<file path="src/rtl/regfile_pkg.sv">
// Shared constants for the LEGv8 register file: geometry, zero-register index
// and the write-counter ceiling.
package regfile_pkg;

    localparam int          REG_COUNT   = 32;
    localparam int          XZR_IDX     = 31;
    localparam int          DATA_W      = 64;
    localparam int          ADDR_W      = 5;
    localparam logic [15:0] WRCOUNT_MAX = 16'hFFFF;

endpackage

</file>
<file path="src/rtl/regfile_read_port.sv">
// One combinational read port: index decode, XZR forcing and, with
// REGFILE_BYPASS_EN defined, forwarding of the in-flight write data.
module regfile_read_port
    import regfile_pkg::*;
#(
    parameter int DATA_W = 64,
    parameter int ADDR_W = 5
) (
    input  logic [ADDR_W-1:0] addr,
    input  logic [DATA_W-1:0] regs [REG_COUNT-1],
    input  logic              byp_en,
    input  logic [ADDR_W-1:0] wr_addr,
    input  logic [DATA_W-1:0] wr_data,
    output logic [DATA_W-1:0] data
);

`ifdef REGFILE_BYPASS_EN
    always_comb begin
        data = '0;
        if (addr != ADDR_W'(XZR_IDX)) begin
            data = regs[addr];
        end
        // byp_en already excludes XZR and reset, so an index match is enough
        if (byp_en && (addr == wr_addr)) begin
            data = wr_data;
        end
    end
`else
    logic unused_byp;
    assign unused_byp = ^{byp_en, wr_addr, wr_data};

    always_comb begin
        data = '0;
        if (addr != ADDR_W'(XZR_IDX)) begin
            data = regs[addr];
        end
    end
`endif

endmodule

</file>
<file path="src/rtl/register_file.sv">
// 32 x 64-bit LEGv8 register file with XZR, a debug read port and a saturating
// write counter. Define REGFILE_BYPASS_EN to forward BusW onto BusA/BusB.
module register_file
    import regfile_pkg::*;
#(
    parameter int DATA_W = 64,
    parameter int ADDR_W = 5,
    parameter int RD_DLY = 2
) (
    input  logic              Clk,
    input  logic              resetl,
    input  logic [ADDR_W-1:0] RA,
    input  logic [ADDR_W-1:0] RB,
    input  logic [ADDR_W-1:0] RW,
    input  logic              RegWr,
    input  logic [DATA_W-1:0] BusW,
    output logic [DATA_W-1:0] BusA,
    output logic [DATA_W-1:0] BusB,
    input  logic [ADDR_W-1:0] DbgAddr,
    output logic [DATA_W-1:0] DbgData,
    output logic [15:0]       WrCount
);

    // Read delay is a simulation-timing figure only; the RTL reads settle in zero time.
    if (RD_DLY < 0) begin : g_rd_dly_negative
    end

    logic [DATA_W-1:0] regs [REG_COUNT-1];
    logic              wr_ok;
    logic              wr_commit;
    logic [15:0]       wr_count;

    // wr_ok stays low through the edge on which resetl is released, so a write
    // presented on that edge is dropped and the first commit is one edge later.
    assign wr_commit = wr_ok && RegWr && (RW != ADDR_W'(XZR_IDX));

    always_ff @(posedge Clk or negedge resetl) begin
        if (!resetl) begin
            wr_ok    <= 1'b0;
            wr_count <= '0;
            for (int i = 0; i < REG_COUNT - 1; i++) begin
                regs[i] <= '0;
            end
        end else begin
            wr_ok <= 1'b1;
            if (wr_commit) begin
                regs[RW] <= BusW;
                if (wr_count != WRCOUNT_MAX) begin
                    wr_count <= wr_count + 16'd1;
                end
            end
        end
    end

    assign WrCount = wr_count;

    regfile_read_port #(.DATA_W(DATA_W), .ADDR_W(ADDR_W)) u_port_a (
        .addr    (RA),
        .regs    (regs),
        .byp_en  (wr_commit),
        .wr_addr (RW),
        .wr_data (BusW),
        .data    (BusA)
    );

    regfile_read_port #(.DATA_W(DATA_W), .ADDR_W(ADDR_W)) u_port_b (
        .addr    (RB),
        .regs    (regs),
        .byp_en  (wr_commit),
        .wr_addr (RW),
        .wr_data (BusW),
        .data    (BusB)
    );

    regfile_read_port #(.DATA_W(DATA_W), .ADDR_W(ADDR_W)) u_port_dbg (
        .addr    (DbgAddr),
        .regs    (regs),
        .byp_en  (1'b0),
        .wr_addr (RW),
        .wr_data (BusW),
        .data    (DbgData)
    );

endmodule

</file>
<file path="config.mk">
export PLATFORM = sky130hd
export DESIGN_NAME = register_file
export DESIGN_NICKNAME = d
export VERILOG_FILES = /design/src/rtl/regfile_pkg.sv /design/src/rtl/regfile_read_port.sv /design/src/rtl/register_file.sv
export SDC_FILE = /design/constraint.sdc
export NUM_CORES = 2
export LEC_CHECK = 0
export CAP_MARGIN = 20
export CORE_UTILIZATION = 40
export DETAILED_ROUTE_END_ITERATION = 8
export GPL_TIMING_DRIVEN = 0
export PLACE_DENSITY = 0.57
export SLEW_MARGIN = 5
export SYNTH_ARGS = -nofsm -noshare
export SYNTH_HDL_FRONTEND = slang
export SYNTH_HIERARCHICAL = 1
export SYNTH_SLANG_ARGS = --single-unit
</file>
<file path="constraint.sdc">
create_clock -name Clk -period 8.3 [get_ports Clk]
set_input_delay 1.66 -clock Clk [delete_from_list [all_inputs] [get_ports Clk]]
set_output_delay 1.66 -clock Clk [all_outputs]
set_load 0.005 [all_outputs]
</file>
==> impl_metrics.json <==
{
  "clock_skew_ps": 59.0,
  "multi_input_area_sq_um": 68600,
  "ant_nets": 0,
  "track_usage_pct": 43.7,
  "critical_path_arrival_ps": 6670,
  "syn_inst": 8494,
  "tns_ps": -32.7,
  "cap_violations": 0,
  "design_area_sq_um": 142000,
  "syn_nets": 8582,
  "fp-row-count": 203,
  "n_fill_cell": 27275,
  "maxSlewViolCount": 0,
  "tritoncts": "done",
  "grt_pass1_wl_um": 899000,
  "netlist_area_sq_um": 123000,
  "place_area_sq_um": 134000,
  "cp_max_fo": 10,
  "finalSetupViolCount": 1,
  "seq_area_sq_um": 50100,
  "cpLargestDelayFamily": "buffers and inverters",
  "nets": 9231,
  "ctsResizeCount": 0,
  "setup_slack_ps": -32.7,
  "yosysWarnings": 6,
  "ir_drop_uv": 200,
  "htreeDepth": 4,
  "path_clk_slew_ps": 60,
  "core-area_sq_um": 306000,
  "cp_slowest_cell": "clkbuf_1",
  "whs_ps": 527,
  "via_per_inst": 7.54,
  "post_cts_buffers": 0,
  "die_area_sq_um": 311000,
  "die_height_um": 557,
  "top_usage_layer": "met2",
  "status": "finished with violations",
  "post_drt_wl_per_cell_um": 50.8,
  "grt_max_degree": 167,
  "num_vias": 102140,
  "rsz0062_at_grt": "false",
  "initial_core_util_pct": 40.3,
  "period_needed_ps": 8330,
  "p_per_area_nw_per_um2": 218,
  "path_cells": "clkdlybuf4s50_1 -> clkbuf_1 -> nor2b_1 -> clkbuf_2 -> clkbuf_1 -> a22oi_1 -> a21oi_1 -> a21o_1 -> clkdlybuf4s50_1",
  "area_delta_synth_final_pct": 15.4,
  "gp_congestion": 1.05,
  "cts.sinks": 2001,
  "wirelength_um": 688000,
  "clk_latency_ps": 980,
  "relSlewSlack_pct": 4.41,
  "hold_viol_final": 0,
  "drive_gt1_share_pct": 49.7,
  "min_period_over_period_pct": 100,
  "drtIter0Drc": 16169,
  "cts-root-buf": "clkbuf_16",
  "path_buf_inv": 5,
  "die_w_um": 557,
  "antenna_found_initial": 70,
  "cp-end-kind": "primary output",
  "met2_usage_pct": 56.9,
  "violations": "negative setup slack",
  "ioPinCount": 295,
  "dp_hpwl_um": 477000,
  "ctsHoldBuffers": 0,
  "port_buffers": 277,
  "cts_made_buffers": 237,
  "hold_class": "reg -> reg",
  "syn_area_per_cell_sq_um": 14.5,
  "worstPathRequired_ps": 6640,
  "grt_util_met3_pct": 23.2,
  "grt_pass1_vias": 96788,
  "drc": 0,
  "worst_pin_slew_ps": 1430,
  "setup.worst_path.start_class": "primary input",
  "firstDrtPassIters": 7,
  "clk_path_buf_depth": 4,
  "overflow": 0,
  "gr-usage-met1_pct": 52.7,
  "post-place-ws_ps": 411,
  "slowest_delay_ps": 1070,
  "total_leakage_power_nw": 62.4,
  "fmax_mhz": 120,
  "criticalPathCategory": "in -> out"
}
[path summary, 6_finish.rpt]
path                             from           to  slack [ps]  cells after the start
setup / recovery           DbgAddr[3]  DbgData[45]         -30                      9
hold / removal             regs[1098]   regs[1098]         530                      1
setup reg to reg                wr_ok   regs[1464]        4950                      5
hold reg to reg            regs[1098]   regs[1098]         530                      1
max in group asynchronous      resetl    regs[830]        4030                      6
min in group asynchronous      resetl  WrCount[12]         620                      1
[layer usage]
layer	share of wire, %	wire length (um)
met5	0.21	1480
met3	16	110000
met4	10	69000
met2	39	267000
met1	35	240000
[cells in the final DEF (no fill, tap or decap), drive strengths merged, types with 18 or more instances in the layout]
cell type	n
mux2	2407
a211oi	78
a211o	72
clkdlybuf4s50	276
clkbuf	788
bufinv	18
mux2i	363
o22ai	291
a21o	111
nor2	107
diode	99
buf	689
nand2	40
nand3b	20
a22oi	219
clkinv	56
mux4	1215
dfrtp	2001
o32ai	108
a2bb2oi	75
a21oi	111
nor2b	129
[layout make-up]
| cell class | instances | share of cell area, % |
|---|---|---|
| Clock buffer | 353 | 5.03 |
| Inverter | 1 | 0.00264 |
| Clock inverter | 83 | 0.688 |
| Tap cell | 4100 | 3.60 |
| Buffer | 990 | 3.43 |
| Timing Repair Buffer | 410 | 3.70 |
| Antenna cell | 99 | 0.174 |
| Multi-Input combinational cell | 5502 | 48.2 |
| Sequential cell | 2001 | 35.2 |
[per-stage QoR]
step | power [mW] | cells | util [%]
after floorplan | 16.4 | 8494 | -
after global placement | 19.2 | 12871 | 42.9
after detailed placement | 19.5 | 12988 | 43.6
after CTS | 30.5 | 13424 | 46.3
after global routing | 31.6 | 13450 | 46.4
final | 31.0 | 13539 | 46.5
[state kept, by name (all words and copies together) (netlist names)]
register,flops
WrCount,16
regs,1984
wr_ok,1
[where the power goes]
group	internal, mW	switching [mW]
sequential	11.0	1.28
combinational	3.64	3.80
clock	6.49	4.72
total	21.2	9.81
No activity file was read; power rests on OpenSTA's default activity.
